<file path="src/rtl/btn_pkg.sv">
// Shared definitions for the button conditioner: channel state encoding and
// default timing constants (also referenced by the game top).
package btn_pkg;

  // Channel FSM state encoding
  localparam logic [1:0] S_IDLE     = 2'd0;
  localparam logic [1:0] S_PRESS_DB = 2'd1;
  localparam logic [1:0] S_HELD     = 2'd2;
  localparam logic [1:0] S_REL_DB   = 2'd3;

  // Default timing constants
  localparam int DEF_N_CH          = 4;
  localparam int DEF_DB_CYCLES     = 6000;
  localparam int DEF_REPEAT_DELAY  = 5000000;
  localparam int DEF_REPEAT_PERIOD = 1000000;

  // Larger of two integers, used to size the repeat counter
  function automatic int max_int(input int a, input int b);
    return (a > b) ? a : b;
  endfunction

endpackage

</file>
<file path="src/rtl/btn_debounce_chan.sv">
// One button channel: 2-flop synchroniser, symmetric press/release debounce
// FSM, registered level/press/release outputs.
// Optional hold-to-repeat press pulses when BTN_AUTOREPEAT_EN is defined.
module btn_debounce_chan
  import btn_pkg::*;
#(
  parameter int ACTIVE_LOW    = 1,
  parameter int DB_CYCLES     = DEF_DB_CYCLES
`ifdef BTN_AUTOREPEAT_EN
  ,
  parameter int REPEAT_DELAY  = DEF_REPEAT_DELAY,
  parameter int REPEAT_PERIOD = DEF_REPEAT_PERIOD
`endif
) (
  input  logic clk,
  input  logic rst_n,
  input  logic key_raw,
  output logic key_level,
  output logic key_press,
  output logic key_release
);

  localparam int DB_W = $clog2(DB_CYCLES);
  localparam logic [DB_W-1:0] DB_LAST = DB_W'(DB_CYCLES - 1);

  logic            raw_pressed;
  logic [1:0]      sync_q, sync_d;
  logic            key_s;
  logic [1:0]      state_q, state_d;
  logic [DB_W-1:0] db_cnt_q, db_cnt_d;
  logic            key_level_q, key_level_d;
  logic            key_press_q, key_press_d;
  logic            key_release_q, key_release_d;
  logic            press_evt, release_evt;

  // Polarity is normalised ahead of the synchroniser so everything downstream
  // works in "1 = pressed" terms and reset loads the not-pressed level.
  assign raw_pressed = (ACTIVE_LOW != 0) ? ~key_raw : key_raw;
  assign key_s       = sync_q[1];

  // Shift the raw level through the two synchroniser stages
  always_comb begin
    sync_d = {sync_q[0], raw_pressed};
  end

  // Debounce FSM: a new level must hold for DB_CYCLES before it is accepted
  always_comb begin
    state_d     = state_q;
    db_cnt_d    = db_cnt_q;
    key_level_d = key_level_q;
    press_evt   = 1'b0;
    release_evt = 1'b0;
    case (state_q)
      S_IDLE: begin
        if (key_s) begin
          state_d  = S_PRESS_DB;
          db_cnt_d = '0;
        end
      end
      S_PRESS_DB: begin
        if (!key_s) begin
          state_d  = S_IDLE;
          db_cnt_d = '0;
        end else if (db_cnt_q == DB_LAST) begin
          state_d     = S_HELD;
          db_cnt_d    = '0;
          press_evt   = 1'b1;
          key_level_d = 1'b1;
        end else begin
          db_cnt_d = db_cnt_q + DB_W'(1);
        end
      end
      S_HELD: begin
        if (!key_s) begin
          state_d  = S_REL_DB;
          db_cnt_d = '0;
        end
      end
      S_REL_DB: begin
        if (key_s) begin
          state_d  = S_HELD;
          db_cnt_d = '0;
        end else if (db_cnt_q == DB_LAST) begin
          state_d     = S_IDLE;
          db_cnt_d    = '0;
          release_evt = 1'b1;
          key_level_d = 1'b0;
        end else begin
          db_cnt_d = db_cnt_q + DB_W'(1);
        end
      end
      default: begin
        state_d  = S_IDLE;
        db_cnt_d = '0;
      end
    endcase
  end

`ifdef BTN_AUTOREPEAT_EN
  localparam int RPT_MAX = max_int(REPEAT_DELAY, REPEAT_PERIOD);
  localparam int RPT_W   = (RPT_MAX > 1) ? $clog2(RPT_MAX) : 1;
  localparam logic [RPT_W-1:0] RD_LAST = RPT_W'(REPEAT_DELAY - 1);
  localparam logic [RPT_W-1:0] RP_LAST = RPT_W'(REPEAT_PERIOD - 1);

  logic [RPT_W-1:0] rpt_cnt_q, rpt_cnt_d;
  logic             rpt_periodic_q, rpt_periodic_d;
  logic             rpt_fire;

  // Repeat timer runs while the debounced level is high (HELD and REL_DB), so a
  // rejected release glitch keeps the cadence; a release pulse masks a repeat.
  always_comb begin
    rpt_cnt_d      = '0;
    rpt_periodic_d = 1'b0;
    rpt_fire       = 1'b0;
    if ((state_q == S_HELD) || (state_q == S_REL_DB)) begin
      rpt_cnt_d      = rpt_cnt_q + RPT_W'(1);
      rpt_periodic_d = rpt_periodic_q;
      if (rpt_cnt_q == (rpt_periodic_q ? RP_LAST : RD_LAST)) begin
        rpt_cnt_d      = '0;
        rpt_periodic_d = 1'b1;
        rpt_fire       = ~release_evt;
      end
    end
  end

  // Repeat timer state
  always_ff @(posedge clk or negedge rst_n) begin
    if (!rst_n) begin
      rpt_cnt_q      <= '0;
      rpt_periodic_q <= 1'b0;
    end else begin
      rpt_cnt_q      <= rpt_cnt_d;
      rpt_periodic_q <= rpt_periodic_d;
    end
  end

  // Press output merges the accepted press with repeat pulses
  always_comb begin
    key_press_d   = press_evt | rpt_fire;
    key_release_d = release_evt;
  end
`else
  // Press output is the accepted press only
  always_comb begin
    key_press_d   = press_evt;
    key_release_d = release_evt;
  end
`endif

  // Synchroniser, FSM and registered outputs
  always_ff @(posedge clk or negedge rst_n) begin
    if (!rst_n) begin
      sync_q        <= '0;
      state_q       <= S_IDLE;
      db_cnt_q      <= '0;
      key_level_q   <= 1'b0;
      key_press_q   <= 1'b0;
      key_release_q <= 1'b0;
    end else begin
      sync_q        <= sync_d;
      state_q       <= state_d;
      db_cnt_q      <= db_cnt_d;
      key_level_q   <= key_level_d;
      key_press_q   <= key_press_d;
      key_release_q <= key_release_d;
    end
  end

  assign key_level   = key_level_q;
  assign key_press   = key_press_q;
  assign key_release = key_release_q;

endmodule

</file>
<file path="src/rtl/btn_debounce_array.sv">
// N-channel button conditioner for the game inputs: one independent
// btn_debounce_chan per key, outputs concatenated by channel index.
// Define BTN_AUTOREPEAT_EN to enable hold-to-repeat press pulses.
module btn_debounce_array
  import btn_pkg::*;
#(
  parameter int N_CH          = DEF_N_CH,
  parameter int ACTIVE_LOW    = 1,
  parameter int DB_CYCLES     = DEF_DB_CYCLES,
  parameter int REPEAT_DELAY  = DEF_REPEAT_DELAY,
  parameter int REPEAT_PERIOD = DEF_REPEAT_PERIOD
) (
  input  logic            clk,
  input  logic            rst_n,
  input  logic [N_CH-1:0] key_raw,
  output logic [N_CH-1:0] key_level,
  output logic [N_CH-1:0] key_press,
  output logic [N_CH-1:0] key_release
);

  // An illegal timing set shows up as this named block in the elaborated tree
  localparam bit CFG_OK = (DB_CYCLES >= 2) && (REPEAT_DELAY >= 1) && (REPEAT_PERIOD >= 1);
  if (!CFG_OK) begin : g_illegal_timing_config
  end

  // One fully independent conditioner per channel
  for (genvar i = 0; i < N_CH; i++) begin : g_chan
    btn_debounce_chan #(
      .ACTIVE_LOW    (ACTIVE_LOW),
      .DB_CYCLES     (DB_CYCLES)
`ifdef BTN_AUTOREPEAT_EN
      ,
      .REPEAT_DELAY  (REPEAT_DELAY),
      .REPEAT_PERIOD (REPEAT_PERIOD)
`endif
    ) u_chan (
      .clk         (clk),
      .rst_n       (rst_n),
      .key_raw     (key_raw[i]),
      .key_level   (key_level[i]),
      .key_press   (key_press[i]),
      .key_release (key_release[i])
    );
  end

endmodule

</file>
<file path="config.mk">
export PLATFORM = sky130hd
export DESIGN_NAME = btn_debounce_array
export DESIGN_NICKNAME = d
export VERILOG_FILES = /design/src/rtl/btn_pkg.sv /design/src/rtl/btn_debounce_chan.sv /design/src/rtl/btn_debounce_array.sv
export SDC_FILE = /design/constraint.sdc
export NUM_CORES = 1
export LEC_CHECK = 0
export CAP_MARGIN = 5
export CORE_UTILIZATION = 37
export CTS_CLUSTER_DIAMETER = 30
export DETAILED_ROUTE_END_ITERATION = 10
export GPL_TIMING_DRIVEN = 0
export PLACE_DENSITY_LB_ADDON = 0.08
export SLEW_MARGIN = 5
export SYNTH_ARGS = -nofsm -noshare
export SYNTH_HDL_FRONTEND = slang
export SYNTH_SLANG_ARGS = --single-unit
</file>
<file path="constraint.sdc">
create_clock -name clk -period 2.4 [get_ports clk]
set_input_delay 0.48 -clock clk [delete_from_list [all_inputs] [get_ports clk]]
set_output_delay 0.48 -clock clk [all_outputs]
set_load 0.01 [all_outputs]
</file>
Word level (Yosys, flattened, before mapping). Index checks and enable logic that the tools add are counted.

Bits in registers: 80. Output and inout port bits: 12. Input port bits: 6.

Equality and inequality tests: 48. Muxes and demuxes: 92. Add/sub/neg operators: 4. Bitwise gates (word level): 4. Reduce and logical (&&, ||, !) cells: 20.

Operator list (number): 13-bit 2-to-1 mux (20); 13-bit case mux with 4 select lines (4); 13-bit by 1-bit adder with 13-bit output, second input constant (4); 13-bit equality test, second input constant (4); 2-bit 2-to-1 mux (24); 1-bit 2-to-1 mux (36); 2-bit by 1-bit inequality test with 1-bit output, second input constant (16); 2-bit case mux with 4 select lines (4); 5-bit AND reduction (4); 2-bit equality test, second input constant (8); 2-bit inequality test, second input constant (8); 4-bit AND reduction (4); 3-bit by 1-bit inequality test with 1-bit output, second input constant (4); 3-bit inequality test, second input constant (4); 2-bit by 1-bit equality test with 1-bit output, second input constant (4); 2-bit zero test (4); 1-bit case mux with 2 select lines (4); 2-bit AND reduction (4); 2-bit nonzero test (4); 1-bit NOT (4).

Depth between registers and ports, before layout. Gate-level depths: netlist (run 1).

Depth after elaboration: 4. Mapped depth: 7. Depth with buffers taken out: 5.

Modules after synthesis. Synthesis (run 1) repeated with hierarchy kept, for this count alone.

Cell total of the unflattened synthesis: 390. Area, all modules: 4226.6 um2.

By module, submodules not included: btn_debounce_chan at g_chan[0].u_chan ... (cells an instance 98, times used 3, area an instance 1044.8 um2); btn_debounce_chan at g_chan[3].u_chan (cells an instance 96, times used 1, area an instance 1092.3 um2).

Least setup slack after synthesis (run 1). No wires, ideal clock.

Path type: reg2reg. Start: register g_chan[0].u_chan.db_cnt_q[0]. End: register g_chan[0].u_chan.db_cnt_q[1]. Stages on the path, launching flop included: 7. Arrival: 1793 ps. Clock period less this slack: 1915 ps. Required time: 2278 ps. Path slack: 485 ps. Buffers on the path: 2. Cell sequence: dfrtp_1 > ha_1 > nand3_1 > or4_1 > clkbuf_1 > clkbuf_1 > a32o_1.

Cells in the longest elaborated chain, start to end: 4. Elaborated cells on any way between the ends: 6.

Ends and longest elaborated chain: start: declaration (RTL line btn_debounce_chan.sv:30) `logic [DB_W-1:0] db_cnt_q, db_cnt_d;`; start signal: assignment (RTL line btn_debounce_chan.sv:162) `db_cnt_q <= db_cnt_d;`; 13-bit by 1-bit adder with 13-bit output / 13-bit equality test (equally long branches); 13-bit 2-to-1 mux (*) (RTL line btn_debounce_chan.sv:64, btn_debounce_chan.sv:83); 13-bit 2-to-1 mux (on tied branches) (RTL line btn_debounce_chan.sv:80, btn_debounce_chan.sv:61); 13-bit case mux with 4 select lines (*) (RTL line btn_debounce_chan.sv:53) `case (state_q)`.

Every way passes the cells marked *; elsewhere a longest branch is shown, timed or not. A chain may end at the register's enable or synchronous reset.

Worst setup path after layout (run 1). Ends and elaborated chain as after synthesis.

==> flow_summary.json, run 1 <==
{
  "gp_congestion": 0.857,
  "drt_iter0_drc": 84,
  "ys_seq_elements": 80,
  "drc": 0,
  "critPathRequiredTime_ns": 2.66,
  "cpMostUsedCell": "clkbuf_1",
  "hold-worst-slack_ns": 0.0671,
  "io_pins": 18,
  "cp_slowest_cell": "or4_1",
  "hold_viol": 0,
  "cts_tree": "done",
  "clock_latency_ns": 0.37,
  "setup_viol_count_final": 0,
  "syn_area_mm2": 0.00416,
  "grt_pass1_wl_um": 15900,
  "rsz0062_at_grt": "false",
  "cts.path.max_buffers": 2,
  "io_buffers": 17,
  "die_y_um": 108,
  "yosys.cell_count.top_type": "dfrtp_1",
  "fmax_mhz": 448,
  "syn-num-nets": 435,
  "synth_edf_count": 0,
  "grt_pass1_vias": 3297,
  "path_cells": "ha_1 -> nand3_1 -> or4_1 -> clkbuf_1 -> clkbuf_1 -> a32o_1",
  "cpPeakStageDelay_ns": 0.51,
  "firstDrtPassIters": 5,
  "nets": 464,
  "hp-class": "input port to async pin",
  "yosys.area.top_type": "dfrtp_1",
  "post_cts_buffers": 0,
  "synth_top_area_share_pct": 48.1,
  "drive_gt1_share_pct": 10.0,
  "reg2reg_to": "g_chan[0].u_chan.db_cnt_q[1]$_DFFE_PN0P_",
  "fin_skew_ns": 0.0144,
  "wire_per_inst_um": 15.2,
  "synthFlopType": "dfrtp_1",
  "start_util_pct": 38.2,
  "dr_total_vias": 3404,
  "rr_worst_depth": 6,
  "wl_um": 9120,
  "antenna_found_initial": 0,
  "postCtsHoldBufs": 0,
  "hpwl_um": 6150,
  "cp-endpoint": "g_chan[0].u_chan.db_cnt_q[1]$_DFFE_PN0P_",
  "core_area_mm2": 0.0109,
  "synthTopCellsByArea": "dfrtp_1, a31oi_1, nand3_1",
  "yosys_warnings": 0,
  "power_uw": 3170,
  "grt-ovfl-total": 0,
  "worstPathMaxFanout": 10,
  "grt.total_usage_pct": 17.4,
  "synth_cell_types": 58,
  "ys_seq_area_share_pct": 48.1,
  "fillCellCount": 1035,
  "postSynthAreaPerCell_um2": 9.79,
  "reg2reg_setup_slack_ns": 0.17,
  "die_area_mm2": 0.0117,
  "powerDensity_mw_per_mm2": 663,
  "worstPathArrival_ns": 2.49,
  "area_delta_synth_final_pct": 14.7,
  "critPathCaptureType": "flip-flop",
  "rows": 38,
  "final_util_pct": 43.9,
  "fin_crit_ns": 2.23,
  "path_delay_family": "simple AND/OR/NAND/NOR gates",
  "power_leakage_uw": 0.00196,
  "synthTopCellsByCount": "dfrtp_1, a31oi_1, nand2_1",
  "cts_buffers": 9,
  "root_buffer": "clkbuf_8",
  "syn_inst": 425,
  "cts_resized": 0,
  "r2r-start": "g_chan[0].u_chan.db_cnt_q[0]$_DFFE_PN0P_",
  "grt_max_degree": 45,
  "worst-path-buf-inv": 2,
  "via_per_inst": 5.68,
  "worst_pin_slew_ns": 0.753,
  "status": "completed",
  "clock_sinks": 80,
  "cp-startpoint": "g_chan[0].u_chan.db_cnt_q[0]$_DFFE_PN0P_",
  "ant_nets": 0,
  "htree_num_levels": 3,
  "clk_pin_slew_ns": 0.08,
  "critical_path_depth": 6,
  "max_slew_margin_pct": 49.4,
  "die_x_um": 108,
  "cp-start-kind": "flip-flop",
  "antenna_cells": 0,
  "timing.final.crit_share_pct": 93.1,
  "critPathKind": "flip-flop to flip-flop",
  "slew_viol_final": 0,
  "async_reset_ff_share_pct": 100,
  "irDropWorstVdd_uv": 856,
  "drv_cap": 0
}
## final cells by class
type	count	area [um2]	area share (%)
timing repair buffer	18	195	4.09
inverter	16	60.1	1.26
tap	140	175	3.67
buffer	36	189	3.96
sequential	80	2000	41.9
clock inverter	7	119	2.49
clock buffer	9	124	2.59
multi-input combinational	293	1910	40.0
## per-stage QoR
step | worst slack (ns) | area, um2 | instances | TNS, ns
global placement | -2.14 | 4510 | 582 | -170.95
global route | 0.00972 | 4780 | 599 | 0
detailed placement | 0.206 | 4530 | 583 | 0
CTS | 0.177 | 4780 | 599 | 0
finish | 0.167 | 4780 | 599 | 0
floorplan | 0.485 | 4160 | 425 | 0
## placed cells by master, fill, tap and decap left out, drive strengths merged, types with 3 or more instances in the layout
| master | n |
|---|---|
| and4 | 6 |
| nor3b | 4 |
| dfrtp | 80 |
| nor4b | 3 |
| inv | 17 |
| bufinv | 3 |
| nor3 | 13 |
| o31a | 4 |
| o211ai | 5 |
| o31ai | 7 |
| clkdlybuf4s50 | 16 |
| buf | 21 |
| nand3b | 3 |
| or3 | 10 |
| a22o | 4 |
| a32o | 3 |
| nand2 | 34 |
| or4 | 5 |
| o311ai | 4 |
| nand4 | 11 |
| o21ai | 7 |
| a41oi | 6 |
| nor2 | 15 |
| nand2b | 5 |
| nor4 | 13 |
| mux2 | 4 |
| o21a | 4 |
| xor2 | 4 |
| ha | 4 |
| and3 | 9 |
| a31oi | 45 |
| and2 | 6 |
| a21oi | 8 |
| nand3 | 27 |
| mux2i | 3 |
| clkbuf | 26 |
## report_power, final
group	leakage, uW	internal [uW]	switching, uW
registers	0.00108	1420	83.9
logic	0.000769	163	284
clock network	0.000116	692	520
total	0.00196	2280	888
## logic make-up (layout without fill, tap and decap cells)
group           count (synthesis)  after routing  synth area share, %
mux                             7              7                 1.80
fa+ha+maj                       4              4                 1.20
flops                          80             80                 48.1
compound gates                109            109                 18.4
simple gates                  168            168                 23.3
buf+inv                        52             86                 5.98
xor+xnor                        5              5                 1.23
## flip-flops by register name, indices dropped and copies added, names as in the netlist, named ones only
name                       flops
g_chan.u_chan.sync_q           8
g_chan.u_chan.key_level        4
g_chan.u_chan.key_press        4
g_chan.u_chan.key_release      4
g_chan.u_chan.db_cnt_q        52
g_chan.u_chan.state_q          4
## layer usage
layer | global-route usage, % | vias up | share of wire, %
met5 | 0 | - | 0
li1 | - | 1689 | -
met4 | 5.19 | 0 | 0.95
met3 | 5.61 | 6 | 4.8
met1 | 23.1 | 1639 | 49
met2 | 27.0 | 70 | 45
## how the worst min path moves through the flow
stage	endpoint	slack, ns	from	depth (start not counted)
after floorplan	async pin	0.18	rst_n	0
after global placement	g_chan[0].u_chan.sync_q[1]$_DFF_PN0_	0.33	g_chan[0].u_chan.sync_q[0]$_DFF_PN0_	0
after detailed placement	g_chan[3].u_chan.sync_q[1]$_DFF_PN0_	0.34	g_chan[3].u_chan.sync_q[0]$_DFF_PN0_	0
final	g_chan[0].u_chan.db_cnt_q[9]$_DFFE_PN0P_	0.07	rst_n	1
after global routing	g_chan[0].u_chan.db_cnt_q[9]$_DFFE_PN0P_	0.09	rst_n	1
after CTS	g_chan[0].u_chan.db_cnt_q[9]$_DFFE_PN0P_	0.08	rst_n	1
## worst reg2reg max path, delay by kind of cell, from the launching register on
| family | cells | cell delay [ns] |
|---|---|---|
| simple gates | 2 | 0.73 |
| buf+inv | 2 | 0.48 |
| flops | 1 | 0.40 |
| compound gates | 1 | 0.31 |
| fa+ha+maj | 1 | 0.21 |
(Power assumes the default switching activity.)
==> run 2, diff against run 1 <==
Settings changed: CORE_MARGIN set to 4.
==> flow_summary.json, run 2 (synthesized netlist as in run 1, its figures left out) <==
{
  "status": "completed",
  "start_util_pct": 38.1,
  "via_per_inst": 5.62,
  "dr_total_vias": 3359,
  "rows": 38,
  "gp_congestion": 0.832,
  "slew_viol_final": 0,
  "drt_iter0_drc": 153,
  "core_area_mm2": 0.0109,
  "nets": 464,
  "hold_viol": 0,
  "post_cts_buffers": 0,
  "wl_met3_um": 250,
  "r2r-start": "g_chan[0].u_chan.db_cnt_q[0]$_DFFE_PN0P_",
  "grt-ovfl-total": 0,
  "setup_viol_count_final": 0,
  "dr.max_layer_used": "met4",
  "final_util_pct": 44.3,
  "final_cell_mix": "dfrtp_1, a31oi_1, nand2_1, nand3_1, clkbuf_1",
  "power_leakage_uw": 0.00200,
  "wire_per_inst_um": 15.2,
  "worst_pin_slew_ns": 0.693,
  "hpwl_um": 6180,
  "drv_cap": 0,
  "clock_sinks": 80,
  "grt_pass1_wl_um": 16000,
  "worstPathMaxFanout": 10,
  "die_area_mm2": 0.0130,
  "timing.final.ws_setup_ns": 0.162,
  "fmax_mhz": 447,
  "wl_um": 9100,
  "power_uw": 3440,
  "drc": 0,
  "grt_pass1_vias": 3279,
  "hp-class": "input port to async pin",
  "die_y_um": 114,
  "grt_max_degree": 42,
  "cts_tree": "done",
  "firstDrtPassIters": 4,
  "place_ws_ns": 0.194,
  "io_pins": 18,
  "io_buffers": 17,
  "worstPathArrival_ns": 2.44,
  "grt.total_usage_pct": 15.1,
  "fin_skew_ns": 0.00894,
  "htree_num_levels": 3,
  "rr_worst_depth": 7,
  "cts_resized": 0,
  "regMostFlops": "g_chan.u_chan.db_cnt_q",
  "drive_gt1_share_pct": 9.61,
  "antenna_found_initial": 0,
  "rsz0062_at_grt": "false",
  "critPathKind": "flip-flop to flip-flop",
  "ant_nets": 0,
  "irDropWorstVdd_uv": 536,
  "largest_registers": "g_chan.u_chan.db_cnt_q (52), g_chan.u_chan.sync_q (8)",
  "cp-startpoint": "g_chan[0].u_chan.db_cnt_q[0]$_DFFE_PN0P_",
  "root_buffer": "clkbuf_16",
  "clk_pin_slew_ns": 0.06,
  "final_common_cell": "dfrtp_1",
  "postCtsHoldBufs": 0,
  "clock_latency_ns": 0.33,
  "area_delta_synth_final_pct": 16.4,
  "cts_buffers": 9,
  "wirelength_met1_um": 4550,
  "die_x_um": 114,
  "antenna_cells": 0,
  "critPathCaptureType": "flip-flop",
  "cts.path.max_buffers": 2,
  "met2WireLength_um": 4180,
  "largest_reg_flops": 52,
  "timing.final.crit_share_pct": 93.3,
  "powerDensity_mw_per_mm2": 709,
  "cp-start-kind": "flip-flop",
  "critPathRequiredTime_ns": 2.60,
  "max_slew_margin_pct": 53.4,
  "fin_crit_ns": 2.24,
  "fillCellCount": 1053
}
-- run 2: changes by cell type in the layout (fill, tap and decap cells not counted) --
cell | previous run | this run
inv_6 | 1 | 0
bufinv_16 | 3 | 2
clkbuf_1 | 17 | 18
clkinvlp_4 | 2 | 0
buf_12 | 0 | 1
clkbuf_8 | 9 | 2
clkbuf_16 | 0 | 9
buf_16 | 1 | 0
-- run 2: layer usage --
| metal | vias up | track usage, % |
|---|---|---|
| met5 | - | 0 |
| met4 | 0 | 4.59 |
| met3 | 10 | 3.54 |
| met2 | 38 | 23.8 |
| met1 | 1635 | 20.7 |
| li1 | 1676 | - |
-- run 2: worst max-delay path, stage by stage (launching register included) --
cell and delay [ns]:
dfrtp_1 0.40, ha_1 0.22, nand3_1 0.22, or4_1 0.52, clkbuf_1 0.20, clkbuf_1 0.27
a31oi_1 0.20, a21oi_1 0.09
-- run 2: path summary, 6_finish.rpt --
path	slack, ns	endpoint
setup / recovery	0.16	g_chan[0].u_chan.db_cnt_q[7]$_DFFE_PN0P_
hold / removal	0.12	g_chan[0].u_chan.db_cnt_q[10]$_DFFE_PN0P_
setup reg to reg	0.16	g_chan[0].u_chan.db_cnt_q[7]$_DFFE_PN0P_
hold reg to reg	0.35	g_chan[2].u_chan.sync_q[1]$_DFF_PN0_
max in group asynchronous	1.68	g_chan[1].u_chan.sync_q[1]$_DFF_PN0_
min in group clk	0.35	g_chan[2].u_chan.sync_q[1]$_DFF_PN0_
-- run 2: area by class of cell --
cell class	instances	area (um2)	area share [%]
sequential	80	2000	41.3
multi-input combinational	293	1910	39.4
clock buffer	12	256	5.29
buffer	36	189	3.90
timing repair buffer	18	188	3.87
tap	140	175	3.61
clock inverter	3	65.1	1.34
inverter	16	60.1	1.24
-- run 2: power breakdown --
part,internal [uW],switching (uW)
registers,1430,84.5
logic,162,284
clock network,960,519
total,2550,888
-- run 2: through the flow --
| step | setup TNS [ns] | hold slack, ns | std cells | instance area, um2 |
|---|---|---|---|---|
| finish | 0 | 0.121 | 598 | 4850 |
| global route | 0 | 0.173 | 598 | 4850 |
| CTS | 0 | 0.147 | 598 | 4850 |
| detailed placement | 0 | 0.342 | 583 | 4530 |
| global placement | -173.46 | 0.335 | 582 | 4510 |
| floorplan | 0 | 0.184 | 425 | 4160 |
==> run 3, diff against run 2 <==
Settings changed: PLACE_DENSITY_LB_ADDON 0.08 to unset, REMOVE_ABC_BUFFERS set to 1, TNS_END_PERCENT set to 30.
==> flow_summary.json, run 3 (synthesized netlist as in run 1, its figures left out) <==
{
  "wl_um": 8560,
  "critPathRequiredTime_ns": 2.62,
  "irDropWorstVdd_uv": 510,
  "max_slew_margin_pct": 27.9,
  "worst_pin_slew_ns": 1.08,
  "largest_registers": "g_chan.u_chan.db_cnt_q (52), g_chan.u_chan.sync_q (8)",
  "grt.total_usage_pct": 14.0,
  "register_area_mm2": 0.00200,
  "firstDrtPassIters": 5,
  "hold-worst-slack_ns": 0.0695,
  "timing.final.crit_share_pct": 92.6,
  "io_pins": 18,
  "largest_reg_flops": 52,
  "final_cell_mix": "dfrtp_1, a31oi_1, nand2_1, nand3_1",
  "slew_viol_final": 0,
  "clock_latency_ns": 0.34,
  "die_x_um": 114,
  "root_buffer": "clkbuf_16",
  "drt_iter0_drc": 267,
  "drv_cap": 0,
  "powerDensity_mw_per_mm2": 685,
  "fillCellCount": 1083,
  "fin_crit_ns": 2.22,
  "cts_tree": "done",
  "status": "completed",
  "seqPwrFrac_pct": 47.6,
  "io_buffers": 17,
  "p_sw_share_pct": 27.6,
  "multiInputGateArea_mm2": 0.00194,
  "hpwl_um": 5530,
  "setup_viol_count_final": 0,
  "p_comb_share_pct": 12.9,
  "clock_power_share_pct": 39.5,
  "intPower_uw": 2300,
  "wire_per_inst_um": 15.2,
  "worstPathMaxFanout": 10,
  "postCtsHoldBufs": 0,
  "die_area_mm2": 0.0130,
  "dpl_cell_area_mm2": 0.00434,
  "start_util_pct": 38.1,
  "antenna_cells": 0,
  "worstPathArrival_ns": 2.44,
  "nets": 429,
  "grt_pass1_vias": 3193,
  "ant_nets": 0,
  "hp-class": "input port to async pin",
  "grt_max_degree": 53,
  "power_uw": 3180,
  "cp-start-kind": "flip-flop",
  "regMostFlops": "g_chan.u_chan.db_cnt_q",
  "post_cts_buffers": 0,
  "core_area_mm2": 0.0109,
  "critPathKind": "flip-flop to flip-flop",
  "via_per_inst": 5.92,
  "htree_num_levels": 3,
  "clock_sinks": 80,
  "grt-ovfl-total": 0,
  "rsz0062_at_grt": "false",
  "gp_congestion": 0.809,
  "rows": 38,
  "antenna_found_initial": 0,
  "power_leakage_uw": 0.00188,
  "hold_viol": 0,
  "final_util_pct": 42.5,
  "drive_gt1_share_pct": 7.08,
  "die_y_um": 114,
  "grt_pass1_wl_um": 15100,
  "fin_area_mm2": 0.00464,
  "dr_total_vias": 3341,
  "critPathCaptureType": "flip-flop",
  "final_common_cell": "dfrtp_1",
  "fmax_mhz": 450,
  "cts.path.max_buffers": 2,
  "area_delta_synth_final_pct": 11.6,
  "cts_buffers": 9,
  "fin_skew_ns": 0.00562,
  "drc": 0,
  "p_switching_uw": 880,
  "clk_pin_slew_ns": 0.06
}
==> run 3: worst paths after layout <==
check | from | endpoint | slack, ns | cells past startpoint
min | rst_n | g_chan[1].u_chan.db_cnt_q[2]$_DFFE_PN0P_ | 0.07 | 1
max reg2reg | g_chan[2].u_chan.db_cnt_q[7]$_DFFE_PN0P_ | g_chan[2].u_chan.db_cnt_q[6]$_DFFE_PN0P_ | 0.18 | 4
min reg2reg | g_chan[0].u_chan.sync_q[0]$_DFF_PN0_ | g_chan[0].u_chan.sync_q[1]$_DFF_PN0_ | 0.35 | 0
max in group asynchronous | rst_n | g_chan[2].u_chan.db_cnt_q[9]$_DFFE_PN0P_ | 1.75 | 2
max | g_chan[2].u_chan.db_cnt_q[7]$_DFFE_PN0P_ | g_chan[2].u_chan.db_cnt_q[6]$_DFFE_PN0P_ | 0.18 | 4
min in group clk | g_chan[0].u_chan.sync_q[0]$_DFF_PN0_ | g_chan[0].u_chan.sync_q[1]$_DFF_PN0_ | 0.35 | 0
==> run 3: final cells by class <==
cell class | count | area share (%)
Timing Repair Buffer | 18 | 4.20
Sequential cell | 80 | 43.1
Inverter | 16 | 1.29
Multi-Input combinational cell | 294 | 41.7
Clock inverter | 5 | 0.700
Clock buffer | 11 | 5.23
Tap cell | 140 | 3.77
==> run 3: power groups by stage <==
stage	clock, uW	combinational (uW)	sequential (uW)
5_1_grt	1360	465	1530
2_1_floorplan	0	299	1520
4_1_cts	1300	413	1510
6_report	1260	411	1520
3_3_place_gp	0	397	1530
3_5_place_dp	0	412	1540
==> run 3: per-layer routing <==
layer  wire length [um]  vias to the layer above  global-route usage, %
met4                105                        0                   4.20
met1               4050                     1632                   18.5
li1                   -                     1624                      -
met2               4040                       76                   22.1
met5                  0                        -                      0
met3                372                        9                   4.33
==> run 3: through the flow <==
stage | instances | TNS [ns] | setup slack, ns
floorplan | 389 | 0 | 0.155
global placement | 546 | -166.29 | -2.08
detailed placement | 547 | -0.548 | -0.165
CTS | 564 | 0 | 0.0149
global route | 564 | 0 | 0.00678
finish | 564 | 0 | 0.178
==> run 3: critical path: stages (launching register included) <==
cell and delay, ns:
dfrtp_1 0.44, or4b_4 0.61, nor4_4 0.52, nor2_2 0.17
a221o_1 0.36
==> run 3: what timing repair did <==
action / in CTS / in global routing
setup endpoints to repair: 9 / 11
resized for setup: 1 / 1
gates cloned: 1 / 0
pin swaps: 1 / 0
